[config.mk]
export PLATFORM = sky130hd
export DESIGN_NAME = microwave_controller
export DESIGN_NICKNAME = d
export VERILOG_FILES = /design/src/rtl/microwave_pkg.sv /design/src/rtl/bcd_mmss_dec.sv /design/src/rtl/microwave_controller.sv
export SDC_FILE = /design/constraint.sdc
export NUM_CORES = 1
export LEC_CHECK = 0
export CAP_MARGIN = 25
export CORE_MARGIN = 4
export CORE_UTILIZATION = 38
export CTS_CLUSTER_SIZE = 8
export DETAILED_ROUTE_END_ITERATION = 12
export GPL_TIMING_DRIVEN = 1
export PLACE_DENSITY = 0.67
export SYNTH_ARGS = -nofsm -noshare
export SYNTH_HDL_FRONTEND = slang
export SYNTH_HIERARCHICAL = 1
export SYNTH_SLANG_ARGS = --single-unit
[constraint.sdc]
create_clock -name clk -period 2.6 [get_ports clk]
set_input_delay 0.39 -clock clk [delete_from_list [all_inputs] [get_ports clk]]
set_output_delay 0.39 -clock clk [all_outputs]
set_load 0.01 [all_outputs]
[src/rtl/microwave_pkg.sv]
// Shared types and constants for the microwave keypad/cook sequencer.
package microwave_pkg;

  typedef enum logic [1:0] {
    S_IDLE,
    S_COOK,
    S_PAUSE,
    S_DONE
  } mw_state_t;

  typedef logic [3:0] bcd_t;

  localparam logic [15:0] BCD_ZERO            = 16'h0000;
  localparam logic [15:0] QUICK_START_DEFAULT = 16'h0030;

endpackage

[src/rtl/bcd_mmss_dec.sv]
// One-second BCD decrement of an MM:SS value; seconds above 59 count down linearly.
module bcd_mmss_dec
  import microwave_pkg::*;
(
  input  logic [15:0] time_in,
  output logic [15:0] time_out,
  output logic        zero_next
);

  bcd_t min_t, min_u, sec_t, sec_u;

  always_comb begin
    {min_t, min_u, sec_t, sec_u} = time_in;
    if (sec_u != 4'd0) begin
      sec_u = sec_u - 4'd1;
    end else begin
      sec_u = 4'd9;
      if (sec_t != 4'd0) begin
        sec_t = sec_t - 4'd1;
      end else begin
        // Borrow from the minutes field; the caller never decrements 00:00.
        sec_t = 4'd5;
        if (min_u != 4'd0) begin
          min_u = min_u - 4'd1;
        end else begin
          min_u = 4'd9;
          min_t = min_t - 4'd1;
        end
      end
    end
    time_out  = {min_t, min_u, sec_t, sec_u};
    zero_next = (time_out == BCD_ZERO);
  end

endmodule

[src/rtl/microwave_controller.sv]
// Keypad capture, MM:SS time register and cook state machine for the microwave panel.
module microwave_controller
  import microwave_pkg::*;
#(
  parameter logic [15:0] QUICK_START_BCD = QUICK_START_DEFAULT
) (
  input  logic        clk,
  input  logic        reset,
  input  logic [3:0]  digit,
  input  logic        loadn,
  input  logic        startn,
  input  logic        stopn,
  input  logic        door_closed,
  input  logic        tick_1hz,
  output logic        enablen,
  output logic [15:0] time_bcd,
  output logic        mag_on,
  output logic        done
);

  // Bit order {door_closed, stopn, startn, loadn}; active-low keys idle high.
  localparam logic [3:0] SYNC_RESET = 4'b0111;

  logic [3:0]  raw, sync1, sync2, hist;
  logic        load_ev, start_ev, stop_ev, door_ok;
  mw_state_t   state, state_next;
  logic [15:0] time_q, time_next, time_dec;
  logic        dec_zero;

  assign raw = {door_closed, stopn, startn, loadn};

  always_ff @(posedge clk) begin
    if (reset) begin
      sync1 <= SYNC_RESET;
      sync2 <= SYNC_RESET;
      hist  <= SYNC_RESET;
    end else begin
      sync1 <= raw;
      sync2 <= sync1;
      hist  <= sync2;
    end
  end

  always_comb begin
    load_ev  = hist[0] & ~sync2[0];
    start_ev = hist[1] & ~sync2[1];
    stop_ev  = hist[2] & ~sync2[2];
    door_ok  = sync2[3];
  end

  bcd_mmss_dec u_dec (
    .time_in   (time_q),
    .time_out  (time_dec),
    .zero_next (dec_zero)
  );

  always_ff @(posedge clk) begin
    if (reset) begin
      state  <= S_IDLE;
      time_q <= BCD_ZERO;
    end else begin
      state  <= state_next;
      time_q <= time_next;
    end
  end

  always_comb begin
    state_next = state;
    time_next  = time_q;
    case (state)
      S_IDLE: begin
        // A start event always consumes the cycle, so a coincident key is dropped.
        if (stop_ev) begin
          time_next = BCD_ZERO;
        end else if (start_ev) begin
          if (door_ok) begin
            state_next = S_COOK;
            if (time_q == BCD_ZERO) time_next = QUICK_START_BCD;
          end
        end else if (load_ev && (digit <= 4'd9)) begin
          time_next = {time_q[11:0], digit};
        end
      end
      S_COOK: begin
        if (stop_ev || !door_ok) begin
          state_next = S_PAUSE;
        end else if (tick_1hz) begin
          time_next = time_dec;
          if (dec_zero) state_next = S_DONE;
        end
      end
      S_PAUSE: begin
        if (stop_ev) begin
          state_next = S_IDLE;
          time_next  = BCD_ZERO;
        end else if (door_ok && start_ev) begin
          state_next = S_COOK;
        end
      end
      S_DONE: begin
        if (stop_ev || !door_ok || start_ev) state_next = S_IDLE;
      end
      default: state_next = S_IDLE;
    endcase
  end

  // Magnetron is additionally gated by the synchronized door so it drops as soon as the door opens.
  always_comb begin
    enablen  = (state != S_IDLE);
    mag_on   = (state == S_COOK) && door_ok;
    done     = (state == S_DONE);
    time_bcd = time_q;
  end

endmodule

==> results.ini <==
[critical_path]
path_max_fanout = 6
crit_path_start_kind = flop
cpMaxStageDelayCell = nor4_1
end_kind = flop
max_stage_delay_ns = 0.42
path_delay_family = simple AND/OR/NAND/NOR gates
path_buf_inv = 0
crit_type = flop to flop
r2r_start = time_bcd[12]$_SDFFE_PP0P_
cp.arrival_ns = 2.40
required_ns = 2.78
r2r_setup_slack_ns = 0.38
critPathLaunch = time_bcd[12]$_SDFFE_PP0P_
crit_chain = nor4_1 -> nand4_1 -> nor4_1 -> nand2_1 -> a22o_1 -> a211oi_1 -> a211oi_1 -> mux2_2

[timing]
slew_viol_final = 0
fin_ws_ns = 0.3791
final.period_utilization_pct = 85.42
finalHoldViolCount = 0
max_freq_ghz = 0.4503
rsz0062_at_grt = false
fin_crit_ns = 2.221
setup_violations = 0
clock_skew_ns = 0.004584
slew_headroom_pct = 59.27
setup_tns_ns = 0
worstMarginPinSlew_ns = 0.6109

[finish]
drive_gt1_share_pct = 20.88
n_antenna_cell = 0
layout.nets = 266
syn_to_final_growth_pct = 28.48
final_area_um2 = 2320
final_core_util_pct = 51.85

[routing]
wl_per_cell_um = 15.09
drcViolationCount = 1
drt_iter0_drc = 160
vias_per_cell = 5.575
num_vias = 1678
wirelength_um = 4542
ant_nets = 0
drt_pre_antenna_iters = 8

[yosys]
synth_top_family_by_area = simple AND/OR/NAND/NOR gates
synth-xor-area-share_pct = 3.881
synth_nets = 227
ys_ff_latch = 29
synth_seq_area_share_pct = 32.16
synthMuxAreaShare_pct = 3.604
yosys.cell_count.top_type = nand2_1
synth_compound_area_share_pct = 21.83
synth-async-reset-ratio_pct = 0
synth_fa_ha_area_share_pct = 4.851
synth_edf_count = 0
ys_types = 42
synthSimpleGateAreaFrac_pct = 28.62
synth_area_um2 = 1805
syn_inst = 209
synth_common_cells = 34 x nand2_1, 29 x dfxtp_1, 20 x a21oi_1
netlist_top_cells_area = dfxtp_1 32%, nand2_1 7.1%, a311oi_2 6.7%, a21oi_1 5.5%, ha_1 4.9%
avgSynthCellArea_um2 = 8.639
synth_area_leader_cell = dfxtp_1
ys_warn_count = 6
synth_top_area_share_pct = 32.16
synthFlopType = dfxtp_1

[floorplan]
fp-row-count = 24
die_w_um = 76.93
core_area_um2 = 4474
initial_core_util_pct = 40.35
ios = 30
dieArea_um2 = 5918
die_y_um = 76.93

[clock_network]
post_cts_resized = 0
cts-root-buf = clkbuf_8
ctsHoldBuffers = 0
numCtsBuffers = 5
post_cts_buffers = 0
clk_pin_slew_worst_paths_ns = 0.07
cts_buffer_depth = 2
cts_tree = yes
h-tree-depth = 2
cts_sinks = 29
clock_latency_ns = 0.29

[global_routing]
antenna_found_initial = 0
track_usage_pct = 15.97
grt_pass1_vias = 1544
grt_max_degree = 19
grt_pass1_wl_um = 7679
globalRouteOverflowTotal = 0

[outcome]
status = finished, violations left
violations = DRC

[pwr]
leakage_uw = 0.0008515
power_density_nw_per_um2 = 1207
peakVddDrop_mv = 0.4202

[hold_path]
min_path_type = flop to flop
min-delay-start = sync1[0]$_SDFF_PP1_

[place]
dp_hpwl_um = 3215
port_buffers = 29
placed_area_um2 = 2205
gp_congestion = 0.8404
dp_slack_ns = 0.3764

[run]
maxCapViolations = 0

==> power by group <==
group / switching (uW) / internal [uW] / leakage, uW
Clock: 193 / 286 / 0.0000543
Sequential: 159 / 552 / 0.000239
Combinational: 828 / 782 / 0.000558
==> cell type report <==
class | count | area [um^2]
Fill cell | 433 | 2155
Multi-Input combinational cell | 160 | 1134
Sequential cell | 29 | 580.6
Timing Repair Buffer | 42 | 387.9
Clock buffer | 5 | 68.82
Tap cell | 52 | 65.06
Clock inverter | 3 | 46.29
Inverter | 10 | 37.54
==> metrics by stage <==
step,instances,hold WS (ns),total power (uW)
after floorplan,209,0.3895,1809
after global placement,293,0.3921,2296
after detailed placement,293,0.3923,2315
after CTS,301,0.4090,2808
after global routing,301,0.4203,2992
final,301,0.4078,2801
==> flip-flops by register name, indices dropped and copies added, names as in the netlist <==
signal / count
hist: 3
sync2: 4
sync1: 4
state: 2
time_bcd: 16
==> cell usage in the layout, fill, tap and decap left out, drive strengths merged, types with 2 or more instances in the layout <==
cell and n:
buf 13, mux2 4, a21oi 20, mux2i 2, nand2b 4, xnor2 7
nand2 34, ha 7, clkdlybuf4s50 29, a311oi 14, o21ai 6, nor4 9
and2 3, nor3 4, nor2b 4, a211oi 4, or2 9, clkbuf 5
nand4 7, dfxtp 29, nor2 10, inv 10
==> final timing paths <==
| kind | endpoint | depth (start not counted) |
|---|---|---|
| worst max register to register | state[0]$_SDFFE_PP0P_ | 8 |
| worst min register to register | sync2[0]$_SDFF_PP1_ | 1 |
| worst max-delay path | state[0]$_SDFFE_PP0P_ | 8 |
| worst min-delay path | sync2[0]$_SDFF_PP1_ | 1 |
==> cells by family after synthesis <==
| logic type | count (synthesis) |
|---|---|
| XOR/XNOR | 8 |
| adder cells (fa/ha/maj) | 7 |
| AO/OA/AOI/OAI | 49 |
| AND/OR/NAND/NOR | 90 |
| multiplexers | 6 |
| buffers and inverters | 20 |
| flip-flops | 29 |
==> layer usage <==
layer,vias to the layer above,global-route usage [%],routed length (um)
met4,0,6.522,57
li1,830,-,-
met1,786,21.66,2147
met5,-,0,0
met3,5,3.864,296
met2,57,24.13,2040
(Power assumes the default switching activity.)
